--- config.mk ---
export PLATFORM = sky130hd
export DESIGN_NAME = ev22_fetch_seq
export DESIGN_NICKNAME = d
export VERILOG_FILES = /design/src/rtl/ev22_fetch_seq.sv
export SDC_FILE = /design/constraint.sdc
export NUM_CORES = 1
export LEC_CHECK = 0
export ABC_AREA = 1
export CORE_MARGIN = 1.5
export CORE_UTILIZATION = 50
export CTS_CLUSTER_SIZE = 25
export DETAILED_ROUTE_END_ITERATION = 6
export MAX_ROUTING_LAYER = met4
export PLACE_DENSITY = 0.76
export SYNTH_ARGS = -nofsm -noshare
export SYNTH_HDL_FRONTEND = slang
export SYNTH_SLANG_ARGS = --single-unit
--- constraint.sdc ---
create_clock -name clk -period 2.28 [get_ports clk]
set_input_delay 0.57 -clock clk [delete_from_list [all_inputs] [get_ports clk]]
set_output_delay 0.57 -clock clk [all_outputs]
set_load 0.005 [all_outputs]
--- src/rtl/ev22_fetch_seq.sv ---
// EV22 instruction fetch/sequencer: fetches 18-bit words, issues them to the
// decoder, waits for execution, then resolves the next PC (branches, BSR/RET).
module ev22_fetch_seq #(
  parameter int unsigned PC_W        = 10,
  parameter int unsigned STACK_DEPTH = 4
) (
  input  logic            clk,
  input  logic            rst_n,
  input  logic            run,
  output logic [PC_W-1:0] imem_addr,
  output logic            imem_rd,
  input  logic            imem_valid,
  input  logic [17:0]     imem_data,
  output logic [7:0]      OPCODE,
  output logic [4:0]      Ri,
  output logic [4:0]      Rj,
  output logic            instr_valid,
  input  logic            exec_done,
  input  logic            z_flag,
  input  logic            w15,
  input  logic            cy_flag,
  output logic [PC_W-1:0] pc,
  output logic            stack_err
);

  localparam int unsigned IDX_W = $clog2(STACK_DEPTH);
  localparam int unsigned SP_W  = IDX_W + 1;

  localparam logic [2:0] S_IDLE  = 3'd0;
  localparam logic [2:0] S_FETCH = 3'd1;
  localparam logic [2:0] S_WAIT  = 3'd2;
  localparam logic [2:0] S_ISSUE = 3'd3;
  localparam logic [2:0] S_EXEC  = 3'd4;
  localparam logic [2:0] S_NEXT  = 3'd5;

  logic [2:0]      state_q, state_d;
  logic [PC_W-1:0] pc_q, pc_d;
  logic [SP_W-1:0] sp_q, sp_d;
  logic [7:0]      opcode_q, opcode_d;
  logic [4:0]      ri_q, ri_d, rj_q, rj_d;
  logic            imem_rd_q, imem_rd_d;
  logic            instr_valid_q, instr_valid_d;
  logic            stack_err_q, stack_err_d;
  logic            done_q, done_d;
  logic            z_q, z_d, w15_q, w15_d, cy_q, cy_d;
  logic [PC_W-1:0] stack_q [STACK_DEPTH];

  logic [PC_W-1:0] next_pc, target, offset, pc_inc, ret_addr;
  logic [IDX_W-1:0] push_idx, pop_idx;
  logic            is_bsr, is_ret, stack_full, stack_empty, stack_we;

  // Next-PC resolution from the held opcode and the flags sampled at exec_done
  always_comb begin
    target      = PC_W'({ri_q, rj_q});
    offset      = PC_W'($signed({ri_q, rj_q}));
    pc_inc      = pc_q + PC_W'(1);
    push_idx    = IDX_W'(sp_q);
    pop_idx     = IDX_W'(sp_q - SP_W'(1));
    ret_addr    = stack_q[pop_idx];
    stack_full  = (sp_q == SP_W'(STACK_DEPTH));
    stack_empty = (sp_q == SP_W'(0));
    is_bsr      = 1'b0;
    is_ret      = 1'b0;
    next_pc     = pc_inc;
    casez (opcode_q)
      8'b00100???: next_pc = target;
      8'b00101???: next_pc = z_q ? target : pc_inc;
      8'b00110???: next_pc = !w15_q ? target : pc_inc;
      8'b00111???: next_pc = cy_q ? target : pc_inc;
      8'b000111??: begin
        is_bsr  = 1'b1;
        next_pc = pc_q + offset;
      end
      8'b01000001: begin
        is_ret  = 1'b1;
        next_pc = stack_empty ? pc_inc : ret_addr + PC_W'(1);
      end
      default: next_pc = pc_inc;
    endcase
  end

  // Sequencer next-state and register updates
  always_comb begin
    state_d     = state_q;
    pc_d        = pc_q;
    sp_d        = sp_q;
    opcode_d    = opcode_q;
    ri_d        = ri_q;
    rj_d        = rj_q;
    stack_err_d = stack_err_q;
    done_d      = done_q;
    z_d         = z_q;
    w15_d       = w15_q;
    cy_d        = cy_q;
    stack_we    = 1'b0;
    case (state_q)
      S_IDLE:  if (run) state_d = S_FETCH;
      S_FETCH: state_d = S_WAIT;
      S_WAIT: begin
        if (imem_valid) begin
          opcode_d = imem_data[17:10];
          ri_d     = imem_data[9:5];
          rj_d     = imem_data[4:0];
          state_d  = S_ISSUE;
        end
      end
      S_ISSUE: begin
        state_d = S_EXEC;
        if (exec_done) begin
          done_d = 1'b1;
          z_d    = z_flag;
          w15_d  = w15;
          cy_d   = cy_flag;
        end
      end
      S_EXEC: begin
        if (exec_done) begin
          z_d     = z_flag;
          w15_d   = w15;
          cy_d    = cy_flag;
          done_d  = 1'b0;
          state_d = S_NEXT;
        end else if (done_q) begin
          done_d  = 1'b0;
          state_d = S_NEXT;
        end
      end
      S_NEXT: begin
        pc_d = next_pc;
        if (is_bsr) begin
          if (stack_full) stack_err_d = 1'b1;
          else begin
            stack_we = 1'b1;
            sp_d     = sp_q + SP_W'(1);
          end
        end
        if (is_ret) begin
          if (stack_empty) stack_err_d = 1'b1;
          else sp_d = sp_q - SP_W'(1);
        end
        state_d = run ? S_FETCH : S_IDLE;
      end
      default: state_d = S_IDLE;
    endcase
    imem_rd_d     = (state_d == S_FETCH);
    instr_valid_d = (state_d == S_ISSUE);
  end

  always_ff @(posedge clk or negedge rst_n) begin
    if (!rst_n) begin
      state_q       <= S_IDLE;
      pc_q          <= '0;
      sp_q          <= '0;
      opcode_q      <= '0;
      ri_q          <= '0;
      rj_q          <= '0;
      imem_rd_q     <= 1'b0;
      instr_valid_q <= 1'b0;
      stack_err_q   <= 1'b0;
      done_q        <= 1'b0;
      z_q           <= 1'b0;
      w15_q         <= 1'b0;
      cy_q          <= 1'b0;
    end else begin
      state_q       <= state_d;
      pc_q          <= pc_d;
      sp_q          <= sp_d;
      opcode_q      <= opcode_d;
      ri_q          <= ri_d;
      rj_q          <= rj_d;
      imem_rd_q     <= imem_rd_d;
      instr_valid_q <= instr_valid_d;
      stack_err_q   <= stack_err_d;
      done_q        <= done_d;
      z_q           <= z_d;
      w15_q         <= w15_d;
      cy_q          <= cy_d;
    end
  end

  // Return-address storage; contents are only meaningful below sp
  always_ff @(posedge clk) begin
    if (stack_we) stack_q[push_idx] <= pc_q;
  end

  assign imem_addr   = pc_q;
  assign imem_rd     = imem_rd_q;
  assign OPCODE      = opcode_q;
  assign Ri          = ri_q;
  assign Rj          = rj_q;
  assign instr_valid = instr_valid_q;
  assign pc          = pc_q;
  assign stack_err   = stack_err_q;

endmodule

Yosys cells after proc, flatten, opt, wreduce, memory -nomap -nowiden:

Memories as Yosys holds them, arrays and structs flattened.
Index checks and enable logic that the tools add are counted.
Widths: inputs -> output; s select.

* flip-flop bits (word level): 41
* bits in writable memories: 40
* input bits: 26
* output and inout bits: 41
* logic and storage cells: 69
* memories: 1

* $add $sub $neg: 5
* equality and inequality tests: 15
* muxes and demuxes: 28
* reduce and logical (&&, ||, !) cells: 7

Memories
* stack_q: words 4, width 10, read ports 1, clocked after Yosys merged registers in 0, wr ports 1, line 46 `logic [PC_W-1:0] stack_q [STACK_DEPTH];`

Operators by type and width (number)
* $pmux 10 s6: 1
* $mux 10: 4
* $mux 3: 8
* $add 10x1->10 const B: 2
* $eq 5x3->1 const B: 4
* $pmux 3 s6: 1
* $mux 1: 13
* $add 10x10->10: 1
* $eq 3x2->1 const B: 3
* $eq 3x3->1 const B: 3
* $eq 8x7->1 const B: 1
* $eq 3x1->1 const B: 2
* $eq 6x3->1 const B: 1
* $logic_not 3->1: 2
* $reduce_and 2->1: 3
* $add 3x1->3 const B: 1
* $sub 3x1->3 const B: 1
* $ne 2x2->1 const B: 1
* $pmux 1 s2: 1
* $reduce_bool 2->1: 1
* $reduce_or 2->1: 1

Depth between registers and ports, before layout:

* word-level depth: 6
* gate-level depth with buffers: 18

Worst setup path before layout:

OpenSTA, ideal clock, no wires.

* kind: register to register
* from: register sp_q[0]
* to: register pc_q[8] (netlist: imem_addr[8])
* setup time: 117 ps
* arrival: 2209 ps
* setup slack: -46 ps
* cell stages (with the launch flop): 18
* buffers on the path: 2
* path through: dfrtp_1 > inv_2 > buf_6 > ha_1 > inv_1 > buf_2 > nand3_1 > nand2_1 > inv_1 > ha_1 > nand2_2 > nor2_4 > nand3_1 > nand3_1 > nand2_1 > nand3_1 > nor2_1 > nor2_1

* cells in the longest elaborated chain, start to end: 5

RTL lines
* start, declared: line 38 `logic [SP_W-1:0] sp_q, sp_d;`
* start signal, assigned: line 167 `sp_q <= sp_d;`
* $sub 3x1->3
* $mem_v2 4x10
* $add 10x1->10: line 76 `next_pc = stack_empty ? pc_inc : ret_addr + PC_W'(1);`
* $mux 10 (*): line 76
* $pmux 10 s6 (*): line 65 `casez (opcode_q)`
* end signal, assigned: line 166 `pc_q <= pc_d;`
* end, declared: line 37 `logic [PC_W-1:0] pc_q, pc_d;`

Mark *: on every way between the ends. The rest lies on a longest branch, timed or not.
A chain may end at the register's enable or synchronous reset.

Worst setup path in the final report:

* from: register sp_q[1]
* to: register pc_q[6] (netlist: imem_addr[6])

The elaborated chain is that of the path after synthesis.

==> flow_metrics.env <==
export IMPL_critical_path_slowest_cell="dfrtp_1"
export IMPL_worstPathArrival_ns=2.38
export IMPL_inserted_diodes=0
export IMPL_clock_sinks=81
export IMPL_instances_no_fill=818
export IMPL_ys_async_sr_fraction=0.506
export IMPL_floorplan_initialDensity=0.516
export IMPL_yosys_register_bits=81
export IMPL_min_period_ns=2.13
export IMPL_tightestPinTransition_ns=0.381
export IMPL_cts_root_buffer="clkbuf_8"
export IMPL_drc_errors=0
export IMPL_die_width_um=101
export IMPL_power_leakage_nw=2.77
export IMPL_end_kind="flop"
export IMPL_cp_cell_sequence="inv_2 > ha_4 > inv_1 > nand3_1 > nand2_2 > inv_1 > ha_4 > nand2_2 > nor2_4 > nand2_2 > nand2_1 > o21ai_1 > nand2_1 > nand3_1 > nor2_2 > nor2_2"
export IMPL_ys_top_cells_by_area="edfxtp_1, dfrtp_1, nand2_1, nand3_1, inv_1"
export IMPL_syn_area_per_cell_um2=8.04
export IMPL_min_period_over_period=0.933
export IMPL_status="complete, no violations"
export IMPL_cts_tree="yes"
export IMPL_global_route_overflow_total=0
export IMPL_core_region_area_um2=9280
export IMPL_vias=4296
export IMPL_clock_tree_htree_level_count=3
export IMPL_worst_voltage_drop_across_the_vdd_grid_uv=599
export IMPL_synthFlopType="dfrtp_1"
export IMPL_detail_route_wirelength_um=12300
export IMPL_antenna_violating_nets_post_route=0
export IMPL_first_pass_iters=5
export IMPL_cts_bufs_inserted=9
export IMPL_clk_path_buf_depth=2
export IMPL_setup_viol=0
export IMPL_cell_area_after_technology_mapping_um2=4790
export IMPL_worstSetupPathType="reg2reg"
export IMPL_timing_critical_path_fanout_max=5
export IMPL_drive_above_1_share=0.135
export IMPL_die_area_um2=10200
export IMPL_req_time_crit_path_ns=2.54
export IMPL_fmax_ghz=0.470
export IMPL_clkLatencyLatePin_ns=0.36
export IMPL_cts_hold_buffers_added=0
export IMPL_grt_pass1_wl_um=20200
export IMPL_maximum_number_of_pins_on_one_net_before_global_route_repair=24
export IMPL_synth_seq_area_share=0.465
export IMPL_worst_setup_hold_path_clk_slew_ns=0.09
export IMPL_timing_hold_worst_class="in2async"
export IMPL_avgViaCountPerCell=5.25
export IMPL_number_of_port_buffers=66
export IMPL_fin_nets=728
export IMPL_die_height_um=101
export IMPL_crit_path_frequent_cell="nand2_2"
export IMPL_syn_num_nets=640
export IMPL_gp_congestion=0.949
export IMPL_slew_headroom=0.745
export IMPL_drt_iter0_drc=343
export IMPL_place_detailed_instances=799
export IMPL_routed_wire_length_per_instance_um=15.0
export IMPL_finalCoreUtilization=0.644
export IMPL_synth_lib_cells_used_distinct=40
export IMPL_globalRouteTotalUtil=0.264
export IMPL_netlist_instances=596
export IMPL_maxCapViolCount=0
export IMPL_power_per_cell_area_nw_per_um2=1230
export IMPL_synth_largest_type_area_fraction=0.251
export IMPL_syn2layout_area_growth_pct=24.8
export IMPL_critPathMaxStageDelay_ns=0.41
export IMPL_final_max_slew_viol_count=0
export IMPL_grt_antenna_before_repair=0
export IMPL_worst_setup_path_start_kind="flop"
export IMPL_clock_skew_final_ns=0.0174
export IMPL_io_pins=67
export IMPL_synth_edff_count=40
export IMPL_synth_top_area_cell="edfxtp_1"
export IMPL_finalHoldViolations=0
export IMPL_floorplan_rows=35
export IMPL_post_dp_hpwl_um=9270
export IMPL_grt_pass1_vias=4344
export IMPL_number_of_warnings_reported_in_the_yosys_synthesis_log=0
report_power, final:
group          switching (mW)  internal, mW  total [mW]
registers               0.392          1.97        2.36
logic                    2.07          1.64        3.71
clock network           0.563         0.736        1.30
cells by family (layout without fill, tap and decap cells):
group           count (synthesis)  after routing  share of synthesized area
fa+ha+maj                      18             18                     0.0486
xor+xnor                        7              7                     0.0128
buf+inv                        96            189                     0.0891
flops                          81             81                      0.465
compound gates                 64             64                     0.0739
simple gates                  330            330                      0.311
per-layer routing:
metal	track usage	vias up	share of wire
met4	0.0932	0	0.018
li1	-	2104	-
met1	0.325	2012	0.44
met5	-	-	0
met2	0.447	148	0.49
met3	0.0368	32	0.049
cell usage in the layout, fill, tap and decap left out, types with 3 or more instances in the layout:
| master | netlist | layout |
|---|---|---|
| nand2_1 | 171 | 170 |
| inv_1 | 68 | 67 |
| clkdlybuf4s50_1 | 0 | 65 |
| nand3_1 | 59 | 59 |
| nor2_1 | 50 | 49 |
| dfrtp_1 | 41 | 41 |
| edfxtp_1 | 40 | 40 |
| buf_4 | 11 | 31 |
| o21ai_0 | 26 | 26 |
| a21oi_1 | 21 | 21 |
| ha_1 | 17 | 15 |
| nand2_2 | 13 | 14 |
| nand4_1 | 9 | 9 |
| nor2_2 | 8 | 9 |
| clkbuf_8 | 0 | 9 |
| xor2_1 | 7 | 7 |
| inv_2 | 5 | 6 |
| nor2_4 | 6 | 6 |
| a31oi_1 | 5 | 5 |
| or2_2 | 4 | 4 |
| o21ai_1 | 3 | 3 |
| bufinv_16 | 0 | 3 |
path summary, 6_finish.rpt:
check	from	to	slack (ns)	depth (start not counted)
min in group clk	stack_err$_DFFE_PN0N_	stack_err$_DFFE_PN0N_	0.47	1
worst max register to register	sp_q[1]$_DFFE_PN0N_	imem_addr[6]$_DFFE_PN0N_	0.15	16
worst max-delay path	sp_q[1]$_DFFE_PN0N_	imem_addr[6]$_DFFE_PN0N_	0.15	16
worst min-delay path	rst_n	instr_valid$_DFF_PN0_	0.11	1
max in group asynchronous	rst_n	Rj[1]$_DFFE_PN0P_	1.63	2
worst min register to register	stack_err$_DFFE_PN0N_	stack_err$_DFFE_PN0N_	0.47	1
cell usage after synthesis, drive strengths merged, types with 2 or more instances:
cell	count
nand2	184
nand3	60
buf	17
nor2	64
or2	6
inv	73
nand3b	2
clkbuf	4
dfrtp	41
clkinv	2
edfxtp	40
ha	17
a21o	2
nand4	9
nor3	3
o21ai	29
xor2	7
a22oi	2
a31oi	5
a21oi	21
sequential cells by signal, indices dropped and copies added, names as in the netlist:
signal,count
cy_q,1
sp_q,3
z_q,1
Rj,5
imem_rd,1
stack_q,40
Ri,5
imem_addr,10
stack_err,1
done_q,1
state_q,3
w15_q,1
OPCODE,8
instr_valid,1
metrics by stage:
step                      power (mW)  TNS, ns  area [um2]  worst slack [ns]  hold WS (ns)
after floorplan                 4.54        0        4800           0.00275         0.274
after global placement          5.95        0        5690             0.218         0.447
after detailed placement        6.03        0        5690            0.0377         0.447
after CTS                       7.34        0        5930            0.0164         0.113
after global routing            7.92  -0.0101        5980           -0.0101         0.129
final                           7.37        0        5980             0.152         0.108
layout make-up:
cell class / instances / area [um2]
Timing Repair Buffer: 98 / 900
Tap cell: 129 / 161
Sequential cell: 81 / 2230
Clock buffer: 10 / 128
Inverter: 75 / 282
Fill cell: 778 / 3300
Clock inverter: 6 / 116
Multi-Input combinational cell: 419 / 2170
critical path, delay by kind of cell, from the launching register on:
kind                     cells  cell delay [ns]
adder cells (fa/ha/maj)      2             0.46
AND/OR/NAND/NOR             10             0.80
buffers and inverters        3             0.28
flip-flops                   1             0.41
AO/OA/AOI/OAI                1             0.08
what timing repair did:
action	CTS	global route
gates resized for setup	0	6
endpoints found under the setup margin	0	6
buffers inserted	0	3
Power figures use the tool's default switching activity.
